$ cat src/rtl/rgb_to_ycbcr_mac_if.sv
// Stream bundle for rgb_to_ycbcr_mac: serial R,G,B component input and converted pixel output.
interface rgb_to_ycbcr_mac_if #(
    parameter int unsigned DATA_W = 8
);
    logic              s_valid;
    logic              s_ready;
    logic              s_first;
    logic [DATA_W-1:0] s_data;
    logic              m_valid;
    logic              m_ready;
    logic [DATA_W-1:0] m_y;
    logic [DATA_W-1:0] m_cb;
    logic [DATA_W-1:0] m_cr;

    modport slave (
        input  s_valid, s_first, s_data, m_ready,
        output s_ready, m_valid, m_y, m_cb, m_cr
    );

    modport master (
        output s_valid, s_first, s_data, m_ready,
        input  s_ready, m_valid, m_y, m_cb, m_cr
    );
endinterface

$ cat src/rtl/rgb_to_ycbcr_mac.sv
// Serial RGB -> YCbCr converter: one MAC step per component beat, pixel registered after the B beat.
// Define RGB2YCC_CLAMP_EN to saturate results; otherwise results wrap to DATA_W bits.
module rgb_to_ycbcr_mac #(
    parameter int unsigned DATA_W = 8,
    parameter int unsigned FRAC_W = 8
) (
    input  logic                     clk,
    input  logic                     rst,
    rgb_to_ycbcr_mac_if.slave        bus,
    output logic [1:0]               phase_o,
    output logic                     sync_err_o
);
    localparam int unsigned ACC_W = DATA_W + 10;

    typedef logic signed [ACC_W-1:0] acc_t;
    typedef enum logic [1:0] {PH_R = 2'd0, PH_G = 2'd1, PH_B = 2'd2} phase_e;

    localparam acc_t RND_C = acc_t'(1 << (FRAC_W - 1));
    localparam acc_t OFF_C = acc_t'(1 << (DATA_W - 1));
    localparam acc_t MAX_C = acc_t'((1 << DATA_W) - 1);

    phase_e            phase, phase_nxt, eff_ph;
    acc_t              acc_y, acc_cb, acc_cr;
    acc_t              acc_y_nxt, acc_cb_nxt, acc_cr_nxt;
    acc_t              c_y, c_cb, c_cr, data_ext;
    acc_t              sum_y, sum_cb, sum_cr;
    acc_t              res_y, res_cb, res_cr;
    logic              m_valid_q, m_valid_nxt;
    logic [DATA_W-1:0] y_q, cb_q, cr_q, y_nxt, cb_nxt, cr_nxt;
    logic              sync_err_q, sync_err_nxt;
    logic              s_ready_c, accept_c;

    function automatic logic [DATA_W-1:0] fit(input acc_t v);
`ifdef RGB2YCC_CLAMP_EN
        if (v < acc_t'(0))  return '0;
        if (v > MAX_C)      return '1;
        return DATA_W'(v);
`else
        return DATA_W'(v);
`endif
    endfunction

    assign s_ready_c   = !m_valid_q || bus.m_ready;
    assign accept_c    = bus.s_valid && s_ready_c;
    // s_first forces the beat to be treated as R regardless of the tracked phase
    assign eff_ph      = bus.s_first ? PH_R : phase;
    assign data_ext    = acc_t'(bus.s_data);

    assign bus.s_ready = s_ready_c;
    assign bus.m_valid = m_valid_q;
    assign bus.m_y     = y_q;
    assign bus.m_cb    = cb_q;
    assign bus.m_cr    = cr_q;
    assign phase_o     = phase;
    assign sync_err_o  = sync_err_q;

    // Coefficient row selection and multiply-accumulate for the current beat
    always_comb begin
        c_y  = '0;
        c_cb = '0;
        c_cr = '0;
        case (eff_ph)
            PH_R:    begin c_y = acc_t'(77);  c_cb = acc_t'(-43); c_cr = acc_t'(128);  end
            PH_G:    begin c_y = acc_t'(150); c_cb = acc_t'(-85); c_cr = acc_t'(-107); end
            PH_B:    begin c_y = acc_t'(29);  c_cb = acc_t'(128); c_cr = acc_t'(-21);  end
            default: begin c_y = '0;          c_cb = '0;          c_cr = '0;           end
        endcase
        sum_y  = ((eff_ph == PH_R) ? acc_t'(0) : acc_y)  + data_ext * c_y;
        sum_cb = ((eff_ph == PH_R) ? acc_t'(0) : acc_cb) + data_ext * c_cb;
        sum_cr = ((eff_ph == PH_R) ? acc_t'(0) : acc_cr) + data_ext * c_cr;
        res_y  = (sum_y  + RND_C) >>> FRAC_W;
        res_cb = ((sum_cb + RND_C) >>> FRAC_W) + OFF_C;
        res_cr = ((sum_cr + RND_C) >>> FRAC_W) + OFF_C;
    end

    // Next-state: phase sequencing, accumulator update, output handshake
    always_comb begin
        phase_nxt    = phase;
        acc_y_nxt    = acc_y;
        acc_cb_nxt   = acc_cb;
        acc_cr_nxt   = acc_cr;
        m_valid_nxt  = m_valid_q;
        y_nxt        = y_q;
        cb_nxt       = cb_q;
        cr_nxt       = cr_q;
        sync_err_nxt = 1'b0;
        if (bus.m_ready) begin
            m_valid_nxt = 1'b0;
        end
        if (accept_c) begin
            sync_err_nxt = bus.s_first && (phase != PH_R);
            acc_y_nxt    = sum_y;
            acc_cb_nxt   = sum_cb;
            acc_cr_nxt   = sum_cr;
            case (eff_ph)
                PH_R:    phase_nxt = PH_G;
                PH_G:    phase_nxt = PH_B;
                default: phase_nxt = PH_R;
            endcase
            if (eff_ph == PH_B) begin
                m_valid_nxt = 1'b1;
                y_nxt       = fit(res_y);
                cb_nxt      = fit(res_cb);
                cr_nxt      = fit(res_cr);
            end
        end
    end

    always_ff @(posedge clk) begin
        if (rst) begin
            phase      <= PH_R;
            acc_y      <= '0;
            acc_cb     <= '0;
            acc_cr     <= '0;
            m_valid_q  <= 1'b0;
            y_q        <= '0;
            cb_q       <= '0;
            cr_q       <= '0;
            sync_err_q <= 1'b0;
        end else begin
            phase      <= phase_nxt;
            acc_y      <= acc_y_nxt;
            acc_cb     <= acc_cb_nxt;
            acc_cr     <= acc_cr_nxt;
            m_valid_q  <= m_valid_nxt;
            y_q        <= y_nxt;
            cb_q       <= cb_nxt;
            cr_q       <= cr_nxt;
            sync_err_q <= sync_err_nxt;
        end
    end
endmodule

$ cat src/flat_wrapper.sv
// flat-port wrapper written by rule: the top's interface ports become plain ports
module rgb_to_ycbcr_mac_flat 
#(
    parameter int unsigned DATA_W = 8,
    parameter int unsigned FRAC_W = 8
)
  (clk, rst, phase_o, sync_err_o, bus_s_valid, bus_s_first, bus_s_data, bus_m_ready, bus_s_ready, bus_m_valid, bus_m_y, bus_m_cb, bus_m_cr);
  rgb_to_ycbcr_mac_if #(.DATA_W(DATA_W)) bus_i ();
  input  logic clk;
  input  logic rst;
  output logic [1:0] phase_o;
  output logic sync_err_o;
  input wire logic [$bits(bus_i.s_valid)-1:0] bus_s_valid;
  input wire logic [$bits(bus_i.s_first)-1:0] bus_s_first;
  input wire logic [$bits(bus_i.s_data)-1:0] bus_s_data;
  input wire logic [$bits(bus_i.m_ready)-1:0] bus_m_ready;
  output wire logic [$bits(bus_i.s_ready)-1:0] bus_s_ready;
  output wire logic [$bits(bus_i.m_valid)-1:0] bus_m_valid;
  output wire logic [$bits(bus_i.m_y)-1:0] bus_m_y;
  output wire logic [$bits(bus_i.m_cb)-1:0] bus_m_cb;
  output wire logic [$bits(bus_i.m_cr)-1:0] bus_m_cr;
  assign bus_i.s_valid = bus_s_valid;
  assign bus_i.s_first = bus_s_first;
  assign bus_i.s_data = bus_s_data;
  assign bus_i.m_ready = bus_m_ready;
  assign bus_s_ready = bus_i.s_ready;
  assign bus_m_valid = bus_i.m_valid;
  assign bus_m_y = bus_i.m_y;
  assign bus_m_cb = bus_i.m_cb;
  assign bus_m_cr = bus_i.m_cr;
  rgb_to_ycbcr_mac #(.DATA_W(DATA_W), .FRAC_W(FRAC_W)) u_core (.clk(clk), .rst(rst), .bus(bus_i), .phase_o(phase_o), .sync_err_o(sync_err_o));
endmodule
$ cat config.mk
export PLATFORM = sky130hd
export DESIGN_NAME = rgb_to_ycbcr_mac_flat
export DESIGN_NICKNAME = d
export VERILOG_FILES = /design/src/rtl/rgb_to_ycbcr_mac_if.sv /design/src/rtl/rgb_to_ycbcr_mac.sv /design/src/flat_wrapper.sv
export SDC_FILE = /design/constraint.sdc
export NUM_CORES = 1
export LEC_CHECK = 0
export CAP_MARGIN = 20
export CORE_AREA = 2 2 154 156
export DETAILED_ROUTE_END_ITERATION = 7
export DIE_AREA = 0 0 156 158
export PLACE_DENSITY_LB_ADDON = 0.25
export SLEW_MARGIN = 15
export SYNTH_ARGS = -nofsm -noshare
export SYNTH_HDL_FRONTEND = slang
export SYNTH_SLANG_ARGS = --single-unit
$ cat constraint.sdc
create_clock -name clk -period 9.1 [get_ports clk]
set_clock_uncertainty 0.1 [all_clocks]
set_input_delay 2.73 -clock clk [delete_from_list [all_inputs] [get_ports clk]]
set_output_delay 2.73 -clock clk [all_outputs]
set_load 0.01 [all_outputs]
==> impl_results.md <==
* Status: finished, final reports clean
* Critical path class: primary input to flip-flop
* TritonCTS clock tree: yes
* PD cells at 311 mW/mm²
* Top Ports at 42
* Ys Warns at 0
* Sequential Power Share at 9.9%
* Routed wire length at 27,400 µm
* Initial Util at 49.0%
* # fillers at 2,053
* Switch share at 46.8%
* CP max FO at 7
* Layout cells sized above 1 at 13.7%
* Largest net degree at the start of global routing at 78
* Grt total ovfl at 0
* Skew-Pair Late Insertion Delay at 360 ps
* CP arrival at 8770 ps
* Max Slew Vio Count at 0
* Post-synth cell types at 67
* WL/cell at 15.8 µm
* Final setup viols at 0
* Detailed Routing Iterations Pass 1 at 5
* R2r setup slk at 2700 ps
* RePlAce Congestion at 0.905
* Dpl hpwl at 22,100 µm
* FF-to-FF Start: u_core.phase_o[0]
* Crit path cell chain: clkdlybuf4s50_1, nor2b_2, inv_1, fa_1, fa_1, inv_1, fa_1, inv_1, fa_1, inv_1, ha_1, nor2b_1, o21a_1, nor2_1, xnor2_1, ha_1, and2_1, a22oi_2, a31oi_2, a311oi_2, buf_4, nand3_1, xor2_1, a211oi_2
* Post-DR vias/cell at 5.22
* Combinational share of power at 80.6%
* Drt drc at 0
* Num rows at 56
* Die area at 0.0246 mm²
* Root buf cell: clkbuf_16
* Worst Hold Class: flip-flop to flip-flop
* Relative slew slack at 39.4%
* Async set-reset flop share out of synthesis at 0%
* Minimum clock period at 8590 ps
* Routed Antenna Nets at 0
* R2R depth at 26
* Vias in the first global route at 9,168
* Slowest stage delay, CP at 740 ps
* Crit. End Element: flip-flop
* Layout Nets at 1,740
* Total track usage at 23.7%
* Reg2Reg Capture Point: u_core.bus.m_y[6]
* Post-synthesis sequential area ratio at 13.5%
* Iter 0 DRT Violations at 468
* CTS Buffer Depth at 2
* Worst hold slack at 349 ps
* Routed vias at 9,040
* Peak Freq at 116 MHz
* Switching power of the nets at 1940 µW
* Required @ worst endpoint at 9280 ps
* Syn-to-layout area delta at 17.7%
* Worst VDD drop at 351 µV
* Final Core Density at 57.7%
* Hold path start: u_core.acc_y[3]
* RSZ-0062 raised after global routing: no
* Clock slew at reported path FFs at 70 ps
* Slowest-stage cell, CP: clkdlybuf4s50_1
* Core ar. at 0.0231 mm²
* Synth Instances at 1,292
* Most used DFF post-synth: dfxtp_1
* #FFs+latches synth at 76
* Clock Power Share at 9.5%
* TritonCTS Buffers at 9
* Number of max-cap violations at 0
* Pint at 2200 µW
* Avg Cell Area, Syn at 8.74 µm²
* Leak at 0.00657 µW
* Antenna violations before repair at 0
* Period utilisation layout at 94.4%
* Final hold vios at 0
* Clock tree sinks at 76
* Die height at 158 µm
* EDFF count, synth at 0
* Worst hold path endpoint: u_core.acc_y[3]
* Post-Syn Nets at 1,594
* First-pass GRT wire length at 45,800 µm
* Chip Width at 156 µm
* Buffers added on ports at 41
* Slew at the pin closest to its max-slew limit at 910 ps
* WHS Path Cells at 2
* Synthesized area at 0.0113 mm²
* N_diodes at 0
* Clock H-tree levels at 3
* Critical path startpoint category: primary input
timing repair:
item | 4_1_cts | 5_1_grt
hold buffers | 0 | 0
setup buffers | 0 | 3
gates resized for setup | 0 | 19
setup endpoints to repair | 0 | 15
how the worst max path moves through the flow:
| stage | slack (ps) | end | start | cells past startpoint |
|---|---|---|---|---|
| after floorplan | 60 | u_core.bus.m_y[7] | bus_s_first | 27 |
| after global placement | -80 | u_core.bus.m_y[7] | bus_s_first | 28 |
| after detailed placement | -190 | u_core.bus.m_y[6] | bus_s_first | 31 |
| after CTS | 120 | u_core.bus.m_y[6] | bus_s_first | 31 |
| after global routing | 160 | u_core.bus.m_y[6] | bus_s_data[2] | 29 |
| final | 510 | u_core.bus.m_y[6] | bus_s_data[4] | 24 |
cell type report:
type                            count  area [µm²]  share of cell area, %
Clock inverter                      6        70.1                  0.527
Inverter                          256         961                   7.23
Tap cell                          290         363                   2.73
Sequential cell                    76        1520                   11.4
Multi-Input combinational cell    923        8750                   65.8
Clock buffer                       10         239                   1.80
Timing Repair Buffer              172        1390                   10.5
placed cells by master, fill, tap and decap left out, types with 8 or more instances in the layout:
cell type        Yosys  routed
a211oi_1            27      27
and3_1              11      11
dfxtp_1             76      76
nand2_1            109     108
clkdlybuf4s50_1      0      39
a21oi_1             72      71
ha_1               134     132
fa_1               155     155
xnor2_1             57      56
xor2_1              22      22
buf_4                0     131
o21ai_1              8       9
nor3_1              19      17
or3_1                8       8
nor2_1              71      70
nand2b_1            15      12
nand3_1             15      15
clkbuf_16            0       9
o21ai_0             13      12
nor2b_1             63      60
o21a_1               8       8
and2_1              19      18
a21o_1               9       9
inv_1              256     256
worst max-delay path, delay by kind of cell:
kind | cells | cell delay (ps)
AOI/OAI and AO/OA | 5 | 1050
buffers and inverters | 6 | 1150
adders and majority gates | 6 | 2730
xor gates and xnor gates | 2 | 310
and+or+nand+nor | 5 | 790
logic make-up (layout without fill, tap and decap cells):
logic type	Yosys count	after routing	share of synthesized area [%]
buffers and inverters	293	444	9.76
AND/OR/NAND/NOR	358	358	16.0
XOR/XNOR	81	81	6.41
adder cells (fa/ha/maj)	289	289	42.3
flip-flops	76	76	13.5
AO/OA/AOI/OAI	195	195	12.0
cell usage after synthesis, drive strengths merged (9+ instances only):
cell type	instances	area [µm²]
a21oi	75	387
a21o	9	67.6
and2	20	125
clkbuf	33	126
a211oi	33	278
nor2b	63	394
ha	134	1680
and3	11	68.8
xnor2	59	532
or3	9	61.3
nor2	71	267
nand3	17	95.1
fa	155	3100
dfxtp	76	1520
nand2b	15	93.8
nor3	19	95.1
inv	256	961
o21ai	23	123
xor2	22	193
nand2	109	409
flip-flops by register name, indices dropped and copies added (netlist names):
signal	count
u_core.bus.m_y	8
u_core.acc_cr	16
u_core.bus.m_cr	8
u_core.bus.m_valid	1
u_core.acc_cb	16
u_core.phase_o	2
u_core.acc_y	16
u_core.bus.m_cb	8
u_core.sync_err_o	1
per-layer routing:
metal | track usage, % | up-vias | wire length (µm)
li1 | - | 4419 | -
met1 | 34.1 | 4411 | 13100
met2 | 37.9 | 188 | 12400
met3 | 3.39 | 22 | 1530
met4 | 5.33 | 0 | 399
met5 | 0 | - | 0
through the flow:
step / cells / worst slack, ps / power [µW] / cell area, µm² / TNS [ps]
detailed placement: 1714 / -193 / 3640 / 12900 / -732
floorplan: 1292 / 60.4 / 2490 / 11300 / 0
global placement: 1714 / -78.6 / 3640 / 12900 / -220
CTS: 1730 / 120 / 4090 / 13200 / 0
global route: 1733 / 162 / 4550 / 13300 / 0
finish: 1733 / 511 / 4140 / 13300 / 0
power groups by stage:
stage          Sequential (µW)  Clock, µW  Combinational (µW)
3_5_place_dp               415          0                3230
2_1_floorplan              408          0                2080
4_1_cts                    408        401                3280
5_1_grt                    414        412                3730
6_report                   408        394                3340
3_3_place_gp               414          0                3230
(Power assumes the default switching activity.)
